**config.mk**
```make
export PLATFORM = sky130hd
export DESIGN_NAME = wall_follower_fsm
export DESIGN_NICKNAME = d
export VERILOG_FILES = /design/src/rtl/wall_follower_fsm.sv
export SDC_FILE = /design/constraint.sdc
export NUM_CORES = 1
export LEC_CHECK = 0
export CORE_AREA = 2 2 39 41
export CTS_BUF_LIST = sky130_fd_sc_hd__clkbuf_16
export CTS_CLUSTER_SIZE = 16
export DETAILED_ROUTE_END_ITERATION = 8
export DIE_AREA = 0 0 41 43
export DONT_BUFFER_PORTS = 1
export PLACE_DENSITY = 0.71
export SLEW_MARGIN = 20
export SYNTH_ARGS = -nofsm -noshare
export SYNTH_HDL_FRONTEND = slang
export SYNTH_SLANG_ARGS = --single-unit
```
**constraint.sdc**
```tcl
create_clock -name clk -period 2 [get_ports clk]
set_input_delay 0.4 -clock clk [delete_from_list [all_inputs] [get_ports clk]]
set_output_delay 0.4 -clock clk [all_outputs]
set_load 0.005 [all_outputs]
```
**src/rtl/wall_follower_fsm.sv**
```systemverilog
// Wall-following motion controller with registered outputs.
// Follows either the left or the right wall, tracks the accumulated heading,
// and parks in STUCK after too many consecutive rotate commands.
//
//   state    | meaning
//   ---------+-------------------------------------------------------------
//   SEARCH   | idle or looking for a wall; drives forward until one appears
//   FOLLOW   | wall present on the followed side; drives forward along it
//   ROT_AWAY | obstacle ahead; rotating away from the followed wall
//   TURN_IN  | wall lost; rotated one step toward the followed side
//   FWD_IN   | stepped forward after turning in; re-checking for the wall
//   STUCK    | rotate budget exhausted; motion halted until en drops
module wall_follower_fsm #(
  parameter int SIDE        = 0,
  parameter int STUCK_LIMIT = 4,
  parameter int HEADING_W   = 2
) (
  input  logic                 clk,
  input  logic                 rst_n,
  input  logic                 en,
  input  logic                 head,
  input  logic                 wall,
  output logic                 front,
  output logic                 rotate,
  output logic                 rot_dir,
  output logic [HEADING_W-1:0] heading,
  output logic                 stuck,
  output logic [2:0]           state
);

  localparam int CNT_W = $clog2(STUCK_LIMIT + 1);
  // Rotation direction (1 = clockwise) that turns away from the followed wall.
  localparam logic AWAY_DIR = (SIDE == 0) ? 1'b1 : 1'b0;

  typedef enum logic [2:0] {
    S_SEARCH   = 3'd0,
    S_FOLLOW   = 3'd1,
    S_ROT_AWAY = 3'd2,
    S_TURN_IN  = 3'd3,
    S_FWD_IN   = 3'd4,
    S_STUCK    = 3'd5
  } state_t;

  state_t               state_q, state_d;
  logic                 front_q, front_d;
  logic                 rotate_q, rotate_d;
  logic                 rot_dir_q, rot_dir_d;
  logic [HEADING_W-1:0] heading_q, heading_d;
  logic                 stuck_q, stuck_d;
  logic [CNT_W-1:0]     rot_cnt_q, rot_cnt_d;

  logic   want_fwd;
  logic   want_rot;
  logic   want_dir;
  state_t nxt_state;

  // Next-state and registered-command computation.
  always_comb begin
    state_d   = state_q;
    front_d   = 1'b0;
    rotate_d  = 1'b0;
    rot_dir_d = 1'b0;
    heading_d = heading_q;
    stuck_d   = 1'b0;
    rot_cnt_d = rot_cnt_q;
    want_fwd  = 1'b0;
    want_rot  = 1'b0;
    want_dir  = AWAY_DIR;
    nxt_state = S_SEARCH;

    if (!en) begin
      state_d   = S_SEARCH;
      rot_cnt_d = '0;
    end else if (state_q == S_STUCK) begin
      stuck_d = 1'b1;
    end else begin
      case (state_q)
        S_SEARCH: begin
          if (head) begin
            want_rot  = 1'b1;
            nxt_state = S_ROT_AWAY;
          end else begin
            want_fwd  = 1'b1;
            nxt_state = wall ? S_FOLLOW : S_SEARCH;
          end
        end
        S_FOLLOW: begin
          if (head) begin
            want_rot  = 1'b1;
            nxt_state = S_ROT_AWAY;
          end else if (wall) begin
            want_fwd  = 1'b1;
            nxt_state = S_FOLLOW;
          end else begin
            want_rot  = 1'b1;
            want_dir  = ~AWAY_DIR;
            nxt_state = S_TURN_IN;
          end
        end
        S_ROT_AWAY: begin
          if (head) begin
            want_rot  = 1'b1;
            nxt_state = S_ROT_AWAY;
          end else begin
            want_fwd  = 1'b1;
            nxt_state = S_FOLLOW;
          end
        end
        S_TURN_IN: begin
          if (head) begin
            want_rot  = 1'b1;
            nxt_state = S_ROT_AWAY;
          end else begin
            want_fwd  = 1'b1;
            nxt_state = S_FWD_IN;
          end
        end
        S_FWD_IN: begin
          if (head) begin
            want_rot  = 1'b1;
            nxt_state = S_ROT_AWAY;
          end else if (wall) begin
            want_fwd  = 1'b1;
            nxt_state = S_FOLLOW;
          end else begin
            want_rot  = 1'b1;
            want_dir  = ~AWAY_DIR;
            nxt_state = S_TURN_IN;
          end
        end
        default: nxt_state = S_SEARCH;
      endcase

      // A rotate request with the budget already spent halts the robot instead.
      if (want_rot && (rot_cnt_q == CNT_W'(STUCK_LIMIT))) begin
        state_d = S_STUCK;
        stuck_d = 1'b1;
      end else if (want_rot) begin
        rotate_d  = 1'b1;
        rot_dir_d = want_dir;
        heading_d = want_dir ? heading_q + HEADING_W'(1) : heading_q - HEADING_W'(1);
        rot_cnt_d = rot_cnt_q + CNT_W'(1);
        state_d   = nxt_state;
      end else begin
        front_d   = want_fwd;
        rot_cnt_d = '0;
        state_d   = nxt_state;
      end
    end
  end

  // State and output registers with asynchronous active-low reset.
  always_ff @(posedge clk or negedge rst_n) begin
    if (!rst_n) begin
      state_q   <= S_SEARCH;
      front_q   <= 1'b0;
      rotate_q  <= 1'b0;
      rot_dir_q <= 1'b0;
      heading_q <= '0;
      stuck_q   <= 1'b0;
      rot_cnt_q <= '0;
    end else begin
      state_q   <= state_d;
      front_q   <= front_d;
      rotate_q  <= rotate_d;
      rot_dir_q <= rot_dir_d;
      heading_q <= heading_d;
      stuck_q   <= stuck_d;
      rot_cnt_q <= rot_cnt_d;
    end
  end

  assign front   = front_q;
  assign rotate  = rotate_q;
  assign rot_dir = rot_dir_q;
  assign heading = heading_q;
  assign stuck   = stuck_q;
  assign state   = state_q;

endmodule

```
=== Word level (Yosys, flattened, before mapping) ===
Cells that the tools add are included.

* Add/sub/neg operators: 3
* Eq/ne operators: 8
* Multiplexer cells: 44
* Bitwise logic cells: 2
* Reductions and logical operators: 6

{| class="wikitable"
|+ Operator list
! operator !! number
|-
| 1-bit 2-to-1 mux || 28
|-
| 3-bit 2-to-1 mux || 8
|-
| 3-bit case mux with 4 select lines || 1
|-
| 2-bit 2-to-1 mux || 5
|-
| 3-bit equality test (second input constant) || 3
|-
| 3-bit by 2-bit equality test with 1-bit output (second input constant) || 2
|-
| 2-bit inequality test (second input constant) || 2
|-
| 1-bit case mux with 2 select lines || 2
|-
| 4-bit AND reduction || 1
|-
| 3-bit by 1-bit adder with 3-bit output (second input constant) || 1
|-
| 3-bit by 1-bit equality test with 1-bit output (second input constant) || 1
|-
| 3-bit logical NOT || 1
|-
| 3-bit OR reduction || 1
|-
| 2-bit by 1-bit adder with 2-bit output (second input constant) || 1
|-
| 1-bit NOT || 2
|-
| 2-bit AND reduction || 1
|-
| 2-bit OR reduction || 1
|-
| 2-bit by 1-bit subtractor with 2-bit output (second input constant) || 1
|-
| 1-bit logical AND || 1
|}

* Bits in registers: 12
* Output and inout port bits: 9

=== Logic depth before layout (Yosys ltp) ===
Gate-level depths: netlist (run 1).

* Depth after elaboration: 9
* Mapped depth: 6

=== Worst setup path after synthesis (run 1) ===
Ideal clock, no wire load.

* Path type: reg2reg
* From: register state_q[2], in the netlist state[2]
* To: register heading_q[1], in the netlist heading[1]
* Data arrival time: 1.673 ns
* Setup slack: 0.248 ns
* Cell stages (with the launch flop): 6
* Path through: dfrtp_1 -> buf_6 -> xnor2_1 -> or4b_1 -> a2111oi_2 -> xor2_1

* Cells in the longest elaborated chain, start to end: 8
* Elaborated cells on any way between the ends: 19

{| class="wikitable"
|+ Ends and longest elaborated chain
! what !! line !! source
|-
| start: declaration || 44 || <nowiki>state_t state_q, state_d;</nowiki>
|-
| start signal: assignment || 163 || <nowiki>state_q <= state_d;</nowiki>
|-
| 3-bit by 2-bit equality test with 1-bit output, or another cell as far along || 77 || <nowiki>case (state_q)</nowiki>
|-
| 3-bit OR reduction (no source line) or 2-bit OR reduction (tied branches) || -- ||
|-
| 1-bit case mux with 2 select lines || 77 ||
|-
| 1-bit 2-to-1 mux || 74 || <nowiki>end else if (state_q == S_STUCK) begin</nowiki>
|-
| 1-bit 2-to-1 mux || 71 || <nowiki>if (!en) begin</nowiki>
|-
| 1-bit logical AND || 135 || <nowiki>if (want_rot && (rot_cnt_q == CNT_W'(STUCK_LIMIT))) begin</nowiki>
|-
| 1-bit NOT (no source line) || -- ||
|-
| 4-bit AND reduction (no source line) || -- ||
|-
| end signal: assignment || 167 || <nowiki>heading_q <= heading_d;</nowiki>
|-
| end: declaration || 48 || <nowiki>logic [HEADING_W-1:0] heading_q, heading_d;</nowiki>
|}

Parallel ways exist; a longest one is shown, timed or not. The select of a mux whose other input is x is not followed.
A chain may end at the register's enable or synchronous reset.

=== Final worst setup path (run 1) ===
* From: register state_q[0], in the netlist state[0]
* To: register heading_q[1], in the netlist heading[1]

The elaborated chain is that of the path after synthesis.

==> results of run 1 <==
power by group:
group	internal [mW]	leakage, nW	switching [mW]
Combinational	0.0386	0.132	0.0379
Clock	0.262	0.0385	0.0965
Sequential	0.274	0.157	0.0331
kinds of logic (layout without fill, tap and decap cells):
| group | after synthesis | in the layout |
|---|---|---|
| AND/OR/NAND/NOR | 19 | 19 |
| AO/OA/AOI/OAI | 16 | 16 |
| flip-flops | 12 | 12 |
| buffers and inverters | 6 | 11 |
| XOR/XNOR | 3 | 3 |
| adder cells (fa/ha/maj) | 2 | 2 |
| multiplexers | 1 | 1 |
per-layer routing:
layer  up-vias  global-route usage, %
met1       208                   25.3
met3         2                   6.81
met2        13                   25.3
li1        228                      -
met4         0                   6.00
met5         -                      0
state kept, by name (all words and copies together), names as in the netlist:
register	flops
rot_cnt_q	3
rotate	1
rot_dir	1
front	1
state	3
stuck	1
heading	2
layout by cell type (no fill, tap or decap), types with 3 or more instances in the layout:
master	n
sky130_fd_sc_hd__dfrtp_1	12
sky130_fd_sc_hd__clkbuf_16	3
sky130_fd_sc_hd__a21oi_1	3
sky130_fd_sc_hd__inv_1	3
sky130_fd_sc_hd__nand2_1	4
sky130_fd_sc_hd__buf_4	3
how the worst max path moves through the flow:
stage                                     endpoint  cells after the start                 start  slack, ns
final                       heading[1]$_DFFE_PN0P_                      4  state[0]$_DFFE_PN0P_       0.18
after global routing      rot_cnt_q[0]$_DFFE_PN0P_                      4  state[2]$_DFFE_PN0P_       0.08
after CTS                   heading[1]$_DFFE_PN0P_                      4  state[0]$_DFFE_PN0P_       0.18
after global placement      heading[1]$_DFFE_PN0P_                      4  state[1]$_DFFE_PN0P_       0.18
after detailed placement    heading[1]$_DFFE_PN0P_                      4  state[0]$_DFFE_PN0P_       0.18
after floorplan             heading[1]$_DFFE_PN0P_                      5  state[2]$_DFFE_PN0P_       0.25
worst register-to-register path, delay by kind of cell, from the launching register on:
family,cells,cell delay (ns)
xor gates and xnor gates,2,0.38
DFF,1,0.45
AOI/OAI and AO/OA,1,0.42
and+or+nand+nor,1,0.50
layout make-up:
type	instances	area, um2
multi-input cells	41	298
fillers	128	643
repair buffers	4	32.5
flip-flops and latches	12	300
inverters	3	11.3
clock inverters	1	3.75
clock buffers	3	75.1
well taps	16	20.0
through the flow:
stage	setup WS (ns)	util (%)	total power, mW
global placement	0.177	47.1	0.379
floorplan	0.248	-	0.363
global route	0.0819	53.5	0.776
finish	0.176	53.5	0.743
CTS	0.176	53.5	0.750
detailed placement	0.178	47.1	0.382
==> run summary, run 1 <==
CRITICAL PATH
-------------------------------------------------------------------------------------
Setup Crit Path Kind                                                     register to register
Capture point of the worst reg-to-reg path                               heading[1]$_DFFE_PN0P_
Sequence of cells on the critical path                                   xnor2_1 -> or4b_1 -> a2111oi_2 -> xor2_1
Number of buffers and inverters on the critical path                                0
Cell family with the largest share of critical-path delay                simple AND/OR/NAND/NOR gates
Crit. End Element                                                            register
Setup slack of the worst register-to-register path                            0.18 ns
Cell with the largest stage delay on the worst path                      sky130_fd_sc_hd__or4b_1
CP Launch Type                                                               register
Maximum fanout along the worst path                                                 6
Cells on worst reg2reg path                                                         4
Worst reg2reg path startpoint                                            state[0]$_DFFE_PN0P_
Required time of the critical path                                            2.16 ns
Maximum single-stage delay on the critical path                               0.50 ns
CP arrival                                                                    1.98 ns

GLOBAL ROUTE
-------------------------------------------------------------------------------------
Maximum number of pins on one net before global-route repair                       13
Global-route wire length before repair                                        2130 um
Overall track demand over capacity in global routing                            18.1%
Initial antenna violation count                                                     0
Final global-route overflow total                                                   0
Number of global-route vias before repair                                         482

OUTCOME
-------------------------------------------------------------------------------------
Result of the run                                                        finished clean

FLOORPLAN
-------------------------------------------------------------------------------------
Die outline height                                                              43 um
Initial core utilization                                                        46.0%
Die Span X                                                                      41 um
Number of primary I/O pins                                                         14
Row count                                                                          14
Area of the die                                                              1760 um2
Total core area                                                              1380 um2

CLOCKING
-------------------------------------------------------------------------------------
H-tree Lvls                                                                         1
Clock-pin slew of the registers on the worst-case setup and hold paths        0.04 ns
Cts repair resizes                                                                  0
Worst skew pair latency                                                       0.24 ns
CTS Hold Buffers Added                                                              1
Cts bufs inserted                                                                   3
Maximum buffer depth of the clock tree                                              2
CTS tree                                                                          yes
Post-CTS setup buffer count                                                         0
CTS sink count                                                                     12
Master cell of the clock root buffer                                     sky130_fd_sc_hd__clkbuf_16

FINISH
-------------------------------------------------------------------------------------
Post-route non-filler standard cell count                                          80
Area growth from synthesis to final layout                                      16.3%
Diodes inserted                                                                     0
Layout cells sized above 1                                                      18.8%
Finished layout cell area                                                     741 um2
Fin nets                                                                           72

POWER AND IR DROP
-------------------------------------------------------------------------------------
Total power divided by cell area                                          1000 nW/um2
Leakage power                                                                0.327 nW
Largest voltage drop on the vdd net                                          0.476 mV

TIMING
-------------------------------------------------------------------------------------
Final setup viols                                                                   0
Fin Setup TNS                                                                    0 ns
Period Utilization, post-route                                                  91.2%
Count of pins over their slew limit                                                 0
Final hold violation count                                                          0
Fmax                                                                          548 MHz
Worst Clk Skew                                                             0.00314 ns
Worst rel slew slack                                                            62.1%
Actual transition at the worst max-transition pin                            0.568 ns
Setup repair after global routing missed its margin                                no
Minimum clock period                                                          1.82 ns
Hold Slack                                                                   0.299 ns

DETAILED ROUTING
-------------------------------------------------------------------------------------
Wire length per cell after detailed routing                                   15.9 um
Routed vias/inst                                                                 5.64
Final ANT Viol Nets                                                                 0
Routed length on met2                                                          621 um
Iteration count of the initial detailed-routing pass                                4
DR DRC count                                                                        0
DR vias                                                                           451
Met3 WL post-DR                                                                 89 um
Violation count after the first detailed-routing iteration                          5
Highest routing layer actually used                                              met4
Met1 layer wirelength in the final routing                                     552 um
Total wire length after detailed routing                                      1270 um

WORST HOLD PATH
-------------------------------------------------------------------------------------
Hold_sp                                                                          wall
Type of the tightest min-delay check                                     primary input to register
Capture endpoint of the worst hold path                                  rot_dir$_DFF_PN0_
Min-Delay Path Depth                                                                1

YOSYS
-------------------------------------------------------------------------------------
Async set-reset flop share out of synthesis                                      100%
Area share of xor/xnor cells in the synthesized design                          4.13%
Area contributors post-synth                                             sky130_fd_sc_hd__dfrtp_1 (47%), sky130_fd_sc_hd__ha_1 (3.9%), sky130_fd_sc_hd__buf_6 (3.5%)
Cell with the most instances after synthesis                             sky130_fd_sc_hd__dfrtp_1
Net Count, Synth                                                                   66
Post-synth top flop                                                      sky130_fd_sc_hd__dfrtp_1
Adder-cell area share of the yosys netlist                                      3.93%
Post-synthesis instance area                                                  637 um2
Top cell types by occurrence after synthesis                             sky130_fd_sc_hd__dfrtp_1 (12), sky130_fd_sc_hd__nand2_1 (4), sky130_fd_sc_hd__a21oi_1 (3), sky130_fd_sc_hd__inv_1 (3)
Post-synthesis sequential element count                                            12
Post-synth top area cell                                                 sky130_fd_sc_hd__dfrtp_1
Synth top area share                                                            47.2%
Synthesized instance count                                                         59
YS warnings                                                                         0
Sequential area share after synthesis                                           47.2%
Number of unique standard cell types used by synthesis                             33
Post-Synthesis Mean Instance Area                                            10.8 um2
Compound-Gate Fraction of Synth Area                                            18.9%
Largest family of logic cells by synthesized area                        compound AO/OA/AOI/OAI gates
Share of synthesized cell area in and, or, nand and nor gates                   18.1%
Number of enable-type register cells in the synthesized netlist                     0
Mux cell area share after synthesis                                             1.77%

PLACED DESIGN
-------------------------------------------------------------------------------------
Detail Placement HPWL                                                          951 um
Number of placed instances with taps included                                      75
Placed Area                                                                   652 um2
Routability cong.                                                               0.778
Port bufs                                                                           0

JOB
-------------------------------------------------------------------------------------
Count of maximum capacitance violations                                             0

Note: power is estimated with default switching activity, not from simulation.
==> run 2, diff against run 1 <==
Settings changed: CAP_MARGIN set to 40, HOLD_SLACK_MARGIN set to 0.03.
==> results of run 2 <==
Final layout, timing and power as in run 1 (identical DEF).
==> run 3, diff against run 2 <==
Settings changed: CAP_MARGIN 40 to 20.
==> results of run 3 <==
Final layout, timing and power as in run 1 (identical DEF).
